<file path="config.mk">
export PLATFORM = sky130hd
export DESIGN_NAME = cv32e40p_aligner_tmr_flat
export DESIGN_NICKNAME = d
export VERILOG_FILES = /design/src/rtl/cv32e40p_aligner_tmr_if.sv /design/src/rtl/cv32e40p_aligner_tmr.sv /design/src/flat_wrapper.sv
export SDC_FILE = /design/constraint.sdc
export NUM_CORES = 1
export LEC_CHECK = 0
export BUFFER_PORTS_ARGS = -buffer_cell sky130_fd_sc_hd__buf_2
export CAP_MARGIN = 20
export CORE_UTILIZATION = 25
export CTS_CLUSTER_DIAMETER = 200
export DETAILED_ROUTE_END_ITERATION = 8
export GPL_TIMING_DRIVEN = 0
export HOLD_SLACK_MARGIN = 0.06
export PLACE_DENSITY_LB_ADDON = 0.15
export SYNTH_ARGS = -nofsm -noshare
export SYNTH_HDL_FRONTEND = slang
export SYNTH_SLANG_ARGS = --single-unit
</file>
<file path="constraint.sdc">
create_clock -name clk -period 4.7 [get_ports clk]
set_input_delay 0.47 -clock clk [delete_from_list [all_inputs] [get_ports clk]]
set_output_delay 0.47 -clock clk [all_outputs]
set_load 0.02 [all_outputs]
</file>
<file path="src/rtl/cv32e40p_aligner_tmr_if.sv">
// Handshake and bus signals between prefetch buffer, aligner and decode.
// The aligner itself uses the slave modport; the environment driving it uses master.
interface cv32e40p_aligner_tmr_if;
    logic        fetch_valid_i;
    logic [31:0] fetch_rdata_i;
    logic        aligner_ready_o;
    logic        if_valid_i;
    logic        instr_valid_o;
    logic [31:0] instr_aligned_o;
    logic [31:0] pc_o;
    logic        branch_i;
    logic [31:0] branch_addr_i;
    logic        err_detected_o;
    logic        err_corrected_o;

    modport slave (
        input  fetch_valid_i, fetch_rdata_i, if_valid_i, branch_i, branch_addr_i,
        output aligner_ready_o, instr_valid_o, instr_aligned_o, pc_o,
               err_detected_o, err_corrected_o
    );

    modport master (
        output fetch_valid_i, fetch_rdata_i, if_valid_i, branch_i, branch_addr_i,
        input  aligner_ready_o, instr_valid_o, instr_aligned_o, pc_o,
               err_detected_o, err_corrected_o
    );
endinterface

</file>
<file path="src/rtl/cv32e40p_aligner_tmr.sv">
// Instruction aligner: turns 32-bit fetch words into one aligned (possibly compressed)
// instruction per handshake, with its PC. Define ALIGNER_TMR_EN to triplicate the
// architectural state {state, r_instr_h, pc} with bitwise majority voting and scrubbing.
// rst_n is a synchronous, active-high reset.
module cv32e40p_aligner_tmr #(
    parameter logic [31:0] BOOT_ADDR = 32'h0000_0080
) (
    input logic                   clk,
    input logic                   rst_n,
    cv32e40p_aligner_tmr_if.slave bus
);

    typedef enum logic [1:0] {
        StAligned32,
        StMisaligned32,
        StMisaligned16,
        StBranchMisaligned
    } state_e;

    typedef struct packed {
        state_e      state;
        logic [15:0] instr_h;
        logic [31:0] pc;
    } arch_t;

    localparam int unsigned ArchW = $bits(arch_t);
    localparam arch_t ResetVal = '{state: StAligned32, instr_h: 16'h0, pc: BOOT_ADDR};

    arch_t            cur;
    arch_t            arch_d;
    logic [ArchW-1:0] voted;
    logic             err_det_raw;
    logic             err_corr_raw;
    logic             instr_valid;
    logic             aligner_ready;
    logic [31:0]      instr_aligned;
    logic             hs;
    logic             unused_addr_lsb;

    // Target bit 0 is meaningless for half-word aligned code.
    assign unused_addr_lsb = bus.branch_addr_i[0];

`ifdef ALIGNER_TMR_EN
    logic [ArchW-1:0] copy0_q, copy1_q, copy2_q;
    logic [2:0]       diff;

    assign voted = (copy0_q & copy1_q) | (copy0_q & copy2_q) | (copy1_q & copy2_q);
    assign diff  = {|(copy2_q ^ voted), |(copy1_q ^ voted), |(copy0_q ^ voted)};
    assign err_det_raw  = |diff;
    assign err_corr_raw = err_det_raw && ($countones(diff) == 1);

    // All copies reload the voted next state every cycle, which scrubs single upsets.
    always_ff @(posedge clk) begin
        if (rst_n) begin
            copy0_q <= ResetVal;
            copy1_q <= ResetVal;
            copy2_q <= ResetVal;
        end else begin
            copy0_q <= arch_d;
            copy1_q <= arch_d;
            copy2_q <= arch_d;
        end
    end
`else
    logic [ArchW-1:0] arch_q;

    assign voted        = arch_q;
    assign err_det_raw  = 1'b0;
    assign err_corr_raw = 1'b0;

    // Single-copy architectural state register.
    always_ff @(posedge clk) begin
        if (rst_n) begin
            arch_q <= ResetVal;
        end else begin
            arch_q <= arch_d;
        end
    end
`endif

    assign cur = arch_t'(voted);
    assign hs  = instr_valid && bus.if_valid_i;

    // Alignment FSM: outputs and next architectural state from the voted state.
    always_comb begin
        arch_d        = cur;
        instr_valid   = 1'b0;
        aligner_ready = 1'b0;
        instr_aligned = 32'h0;
        if (bus.branch_i) begin
            arch_d.pc    = {bus.branch_addr_i[31:1], 1'b0};
            arch_d.state = bus.branch_addr_i[1] ? StBranchMisaligned : StAligned32;
        end else begin
            unique case (cur.state)
                StAligned32: begin
                    instr_valid   = bus.fetch_valid_i;
                    aligner_ready = bus.if_valid_i;
                    if (bus.fetch_rdata_i[1:0] == 2'b11) begin
                        instr_aligned = bus.fetch_rdata_i;
                        if (hs) arch_d.pc = cur.pc + 32'd4;
                    end else begin
                        instr_aligned = {16'h0, bus.fetch_rdata_i[15:0]};
                        if (hs) begin
                            arch_d.pc      = cur.pc + 32'd2;
                            arch_d.instr_h = bus.fetch_rdata_i[31:16];
                            arch_d.state   = (bus.fetch_rdata_i[17:16] == 2'b11) ?
                                             StMisaligned32 : StMisaligned16;
                        end
                    end
                end
                StMisaligned32: begin
                    instr_valid   = bus.fetch_valid_i;
                    aligner_ready = bus.if_valid_i;
                    instr_aligned = {bus.fetch_rdata_i[15:0], cur.instr_h};
                    if (hs) begin
                        arch_d.pc      = cur.pc + 32'd4;
                        arch_d.instr_h = bus.fetch_rdata_i[31:16];
                        arch_d.state   = (bus.fetch_rdata_i[17:16] == 2'b11) ?
                                         StMisaligned32 : StMisaligned16;
                    end
                end
                StMisaligned16: begin
                    // Upper compressed half already buffered; no fetch word needed.
                    instr_valid   = 1'b1;
                    instr_aligned = {16'h0, cur.instr_h};
                    if (hs) begin
                        arch_d.pc    = cur.pc + 32'd2;
                        arch_d.state = StAligned32;
                    end
                end
                StBranchMisaligned: begin
                    aligner_ready = 1'b1;
                    if (bus.fetch_rdata_i[17:16] == 2'b11) begin
                        // 32-bit target straddles words: stash upper half, wait for next word.
                        if (bus.fetch_valid_i) begin
                            arch_d.instr_h = bus.fetch_rdata_i[31:16];
                            arch_d.state   = StMisaligned32;
                        end
                    end else begin
                        instr_valid   = bus.fetch_valid_i;
                        instr_aligned = {16'h0, bus.fetch_rdata_i[31:16]};
                        if (hs) begin
                            arch_d.pc    = cur.pc + 32'd2;
                            arch_d.state = StAligned32;
                        end
                    end
                end
                default: arch_d = ResetVal;
            endcase
        end
    end

    // Status outputs are held low while reset is asserted.
    always_comb begin
        bus.instr_valid_o   = instr_valid && !rst_n;
        bus.aligner_ready_o = aligner_ready && !rst_n;
        bus.err_detected_o  = err_det_raw && !rst_n;
        bus.err_corrected_o = err_corr_raw && !rst_n;
        bus.instr_aligned_o = instr_aligned;
        bus.pc_o            = cur.pc;
    end

endmodule

</file>
<file path="src/flat_wrapper.sv">
// flat-port wrapper written by rule: the top's interface ports become plain ports
module cv32e40p_aligner_tmr_flat 
#(
    parameter logic [31:0] BOOT_ADDR = 32'h0000_0080
)
  (clk, rst_n, bus_fetch_valid_i, bus_fetch_rdata_i, bus_if_valid_i, bus_branch_i, bus_branch_addr_i, bus_aligner_ready_o, bus_instr_valid_o, bus_instr_aligned_o, bus_pc_o, bus_err_detected_o, bus_err_corrected_o);
  cv32e40p_aligner_tmr_if bus_i ();
  input logic clk;
  input logic rst_n;
  input wire logic [$bits(bus_i.fetch_valid_i)-1:0] bus_fetch_valid_i;
  input wire logic [$bits(bus_i.fetch_rdata_i)-1:0] bus_fetch_rdata_i;
  input wire logic [$bits(bus_i.if_valid_i)-1:0] bus_if_valid_i;
  input wire logic [$bits(bus_i.branch_i)-1:0] bus_branch_i;
  input wire logic [$bits(bus_i.branch_addr_i)-1:0] bus_branch_addr_i;
  output wire logic [$bits(bus_i.aligner_ready_o)-1:0] bus_aligner_ready_o;
  output wire logic [$bits(bus_i.instr_valid_o)-1:0] bus_instr_valid_o;
  output wire logic [$bits(bus_i.instr_aligned_o)-1:0] bus_instr_aligned_o;
  output wire logic [$bits(bus_i.pc_o)-1:0] bus_pc_o;
  output wire logic [$bits(bus_i.err_detected_o)-1:0] bus_err_detected_o;
  output wire logic [$bits(bus_i.err_corrected_o)-1:0] bus_err_corrected_o;
  assign bus_i.fetch_valid_i = bus_fetch_valid_i;
  assign bus_i.fetch_rdata_i = bus_fetch_rdata_i;
  assign bus_i.if_valid_i = bus_if_valid_i;
  assign bus_i.branch_i = bus_branch_i;
  assign bus_i.branch_addr_i = bus_branch_addr_i;
  assign bus_aligner_ready_o = bus_i.aligner_ready_o;
  assign bus_instr_valid_o = bus_i.instr_valid_o;
  assign bus_instr_aligned_o = bus_i.instr_aligned_o;
  assign bus_pc_o = bus_i.pc_o;
  assign bus_err_detected_o = bus_i.err_detected_o;
  assign bus_err_corrected_o = bus_i.err_corrected_o;
  cv32e40p_aligner_tmr #(.BOOT_ADDR(BOOT_ADDR)) u_core (.clk(clk), .rst_n(rst_n), .bus(bus_i));
endmodule
</file>
== Word level (Yosys, flattened, before mapping) ==
Index checks and enable logic that the tools add are counted.

* Bits in registers: 50
* Bits of input ports: 69
* Output and inout bits: 68

* Add/sub/neg operators: 2
* Equality and inequality tests: 16
* Multiplexer cells: 27
* Bitwise gates (word level): 1
* Reduce and logical (&&, ||, !) cells: 12

{| class="wikitable"
|+ Operator list
! cell !! count
|-
| case mux 32 bit (4 select lines) || 2
|-
| two-way mux 32 bit || 7
|-
| two-way mux 50 bit || 2
|-
| case mux 16 bit (3 select lines) || 1
|-
| two-way mux 18 bit || 2
|-
| adder 32 x 2 -> 32 bit, second input constant || 1
|-
| adder 32 x 3 -> 32 bit, second input constant || 1
|-
| two-way mux 16 bit || 2
|-
| two-way mux 2 bit || 5
|-
| == test 2 bit, second input constant || 4
|-
| case mux 2 bit (4 select lines) || 1
|-
| AND reduction 7 bit || 1
|-
| != test 2 x 1 -> 1 bit, second input constant || 3
|-
| != test 2 bit, second input constant || 3
|-
| != test 3 x 2 -> 1 bit, second input constant || 2
|-
| != test 3 bit, second input constant || 2
|-
| AND reduction 3 bit || 2
|-
| != test 4 bit, second input constant || 1
|-
| AND reduction 4 bit || 1
|-
| OR reduction 2 bit || 2
|-
| logical AND 1 bit || 3
|-
| two-way mux 1 bit || 3
|-
| case mux 1 bit (3 select lines) || 1
|-
| nonzero test 3 bit || 1
|-
| other kinds (5) || 5
|}

== Depth between registers and ports, before layout ==
* Depth in word-level cells: 9
* Gate-level depth with buffers: 7
* Depth with buffers taken out: 6

== Least setup slack after synthesis ==
No wires, ideal clock.

* Path kind: reg2out
* From: reg u_core.arch_q[49]
* To: out bus_instr_aligned_o[13]
* Arrival time: 1930 ps
* Data required time: 4230 ps
* Setup slack: 2300 ps
* Cell stages (with the launch flop): 7
* Cells stage by stage: dfxtp_1 buf_2 clkbuf_1 clkbuf_1 xnor2_1 nor2_1 nor4_1

* Longest elaborated chain between the ends: 3
* Elaborated cells on any way between the ends: 6
* Those cells by class: eq/ne (3); mux (2); reduce/logical (1)

{| class="wikitable"
|+ Ends and longest elaborated chain
! item !! line !! RTL
|-
| start, declared || cv32e40p_aligner_tmr.sv:65 || <nowiki>logic [ArchW-1:0] arch_q;</nowiki>
|-
| start signal, assigned || cv32e40p_aligner_tmr.sv:74 || <nowiki>arch_q <= ResetVal;</nowiki>
|-
| start signal, assigned || cv32e40p_aligner_tmr.sv:76 || <nowiki>arch_q <= arch_d;</nowiki>
|-
| == test 2 bit, or another cell as far along || cv32e40p_aligner_tmr.sv:94 || <nowiki>unique case (cur.state)</nowiki>
|-
| case mux 32 bit (4 select lines) * || cv32e40p_aligner_tmr.sv:94 ||
|-
| two-way mux 32 bit * || cv32e40p_aligner_tmr.sv:90 || <nowiki>if (bus.branch_i) begin</nowiki>
|-
| end, declared || flat_wrapper.sv:17 || <nowiki>output wire logic [$bits(bus_i.instr_aligned_o)-1:0] bus_instr_aligned_o;</nowiki>
|}

Mark *: on every way between the ends. The rest lies on a longest branch, timed or not.

== Final worst setup path ==
Same ends and word-level chain as after synthesis.

==> out/results.tsv <==
metric	value	unit
outcome	completed	
core area	14100	µm²
Pwr Density	255	nW/µm²
DRC violations left	0	
Layout fillers	1576	
Syn Std Cell Area	3680	µm²
clock latency on the worst-skew pair	0.30	ns
Slew @ Worst Pin	0.837	ns
LEAKAGE	0.00193	µW
area share of the largest cell type after synthesis	26.6	%
worst vdd ir	0.000126	V
Seq/Total Area, Yosys	26.6	%
Clock Path Buffers	2	
Final Net Count	674	
Startpoint Class	flop	
final wirelength	13400	µm
Setup crit end kind	output port	
DRT iter0 DRCs	173	
drt first pass iters	4	
count leader, synth	nor2_1	
Die Height	123	µm
setup bufs post-CTS	0	
period utilization	64.3	%
# clock sinks	49	
capturing point of the worst reg2reg path	u_core.arch_q[2]	
Avg Cell Area, Syn	7.97	µm²
CTS H-tree depth	2	
ys flop type	dfxtp_1	
worst hold path class	in -> reg	
top cells by area, synth	dfxtp_1, a211oi_1, buf_4	
vias in the first global route	3836	
clock power share	30.0	%
P_int	776	µW
GRT Util Overall	17.6	%
Period minus WS final	3.02	ns
initial antenna violation count	0	
top cells by count, synth	nor2_1, dfxtp_1, a211oi_1	
area grow syn2layout	27.8	%
max FFs per register	49	
IO Port Bufs	131	
synthesized flop and latch total	49	
total power	1200	µW
EDFF count, synth	0	
Synth cell types	54	
I/O pin count	137	
total negative slack	0	ns
gpl congestion	0.798	
Net Sw Frac	35.4	%
Max Cap Viol	0	
Avg WL per Cell	17.1	µm
most flop-heavy register	u_core.arch_q	
ant diodes	0	
grt total ovfl	0	
R2R depth	6	
CTS tree	built	
sequential fraction of design power	39.0	%
Mapped Cells	462	
# resized after CTS	0	
Yosys top cell by area	dfxtp_1	
fmax	0.331	GHz
Hold Slack	0.441	ns
final setup skew	0.00756	ns
Crit Path Class	reg -> out	
root buffer cell	clkbuf_16	
vias	4082	
pre-CTS setup slack	1.88	ns
global-route wire length before repair	20500	µm
TritonCTS Buffers	5	
ys async rst share	0	%
final setup vio count	0	
Crit path required time	4.23	ns
synth warn	0	
placed insts	776	
RSZ-0062 raised after global routing	no	
row count	43	
Final WS setup	1.68	ns
ANT nets after route	0	
RR Startpoint	u_core.arch_q[49]	
Final Non-Filler Cells	782	
Max Transition Viols Final	0	
reg-to-reg slack, setup	2.41	ns
Worst Setup EP	bus_instr_aligned_o[13]	
Critical Path Start	u_core.arch_q[49]	
Max-slew headroom	44.2	%
crit-path max FO	10	
sw power	425	µW
Die X	123	µm
CTS Hold Bufs	0	
Initial Util	26.1	%
full die area	15200	µm²
largest net degree at the start of global routing	14	
Hold Vio Cnt, Final	0	
DR vias/cell	5.22	
Detail Placement HPWL	10000	µm
biggest regs	u_core.arch_q: 49 flops	
Worst-path clk slew	0.07	ns
share of layout cells above drive strength 1	30.7	%
worst path arrival time	2.55	ns
logic gate share of total power	31.0	%
-- stage by stage --
stage	utilization [%]	instance area, µm²
2_1_floorplan	-	3690
3_3_place_gp	32.4	4570
3_5_place_dp	32.5	4570
4_1_cts	33.4	4700
5_1_grt	33.4	4700
6_report	33.4	4700
-- worst max-delay path, stage by stage (launching register included) --
cell and delay (ns):
dfxtp_1 0.34, buf_2 0.22, clkbuf_1 0.46, clkbuf_1 0.48, xnor2_1 0.23, nor2_1 0.07
nor4_1 0.23, buf_2 0.23
-- worst min-delay path by stage --
| stage | cells after the start | startpoint | slack [ns] | end |
|---|---|---|---|---|
| floorplan | 2 | u_core.arch_q[45] | 0.46 | u_core.arch_q[45] |
| global placement | 2 | u_core.arch_q[45] | 0.48 | u_core.arch_q[45] |
| detailed placement | 2 | u_core.arch_q[45] | 0.48 | u_core.arch_q[45] |
| CTS | 3 | bus_branch_addr_i[10] | 0.44 | u_core.arch_q[10] |
| global route | 3 | bus_branch_addr_i[25] | 0.44 | u_core.arch_q[25] |
| finish | 3 | bus_branch_addr_i[10] | 0.44 | u_core.arch_q[10] |
-- cells in the final DEF, fill, tap and decap left out, types with 15 or more instances in the layout --
cell        n
a211oi_1   42
a21oi_1    20
a22o_1     15
and3_1     16
buf_2     136
buf_4      34
clkbuf_1   27
dfxtp_1    49
mux2i_1    16
nand2_1    17
nor2_1     53
nor2b_1    15
-- cells by family after synthesis --
| logic type | synth area share, % |
|---|---|
| flip-flops | 26.6 |
| adder cells (fa/ha/maj) | 0.680 |
| AO/OA/AOI/OAI | 27.5 |
| XOR/XNOR | 3.57 |
| AND/OR/NAND/NOR | 25.1 |
| multiplexers | 4.35 |
| buffers and inverters | 12.1 |
| other | 0.102 |
-- power by group through the flow --
stage                     Combinational [µW]  Sequential, µW  Clock (µW)
after floorplan                          243             468           0
after global placement                   370             478           0
after detailed placement                 374             478           0
after CTS                                375             468         371
after global routing                     406             474         383
final                                    372             469         360
-- area by class of cell --
type                       instances  area [µm²]  share of cell area (%)
multi-input combinational        336        2260                    48.1
sequential                        49         981                    20.9
timing repair buffer             132         661                    14.0
buffer                            70         410                    8.72
tap                              180         225                    4.79
clock buffer                       5         125                    2.66
inverter                           9        33.8                   0.718
clock inverter                     1        5.00                   0.106
-- per-layer routing --
layer  track usage, %  share of wire, %
met1             23.9                46
met2             28.6                47
met3             2.31               5.0
met4             5.80               1.6
met5                0                 0
(Power assumes the default switching activity.)
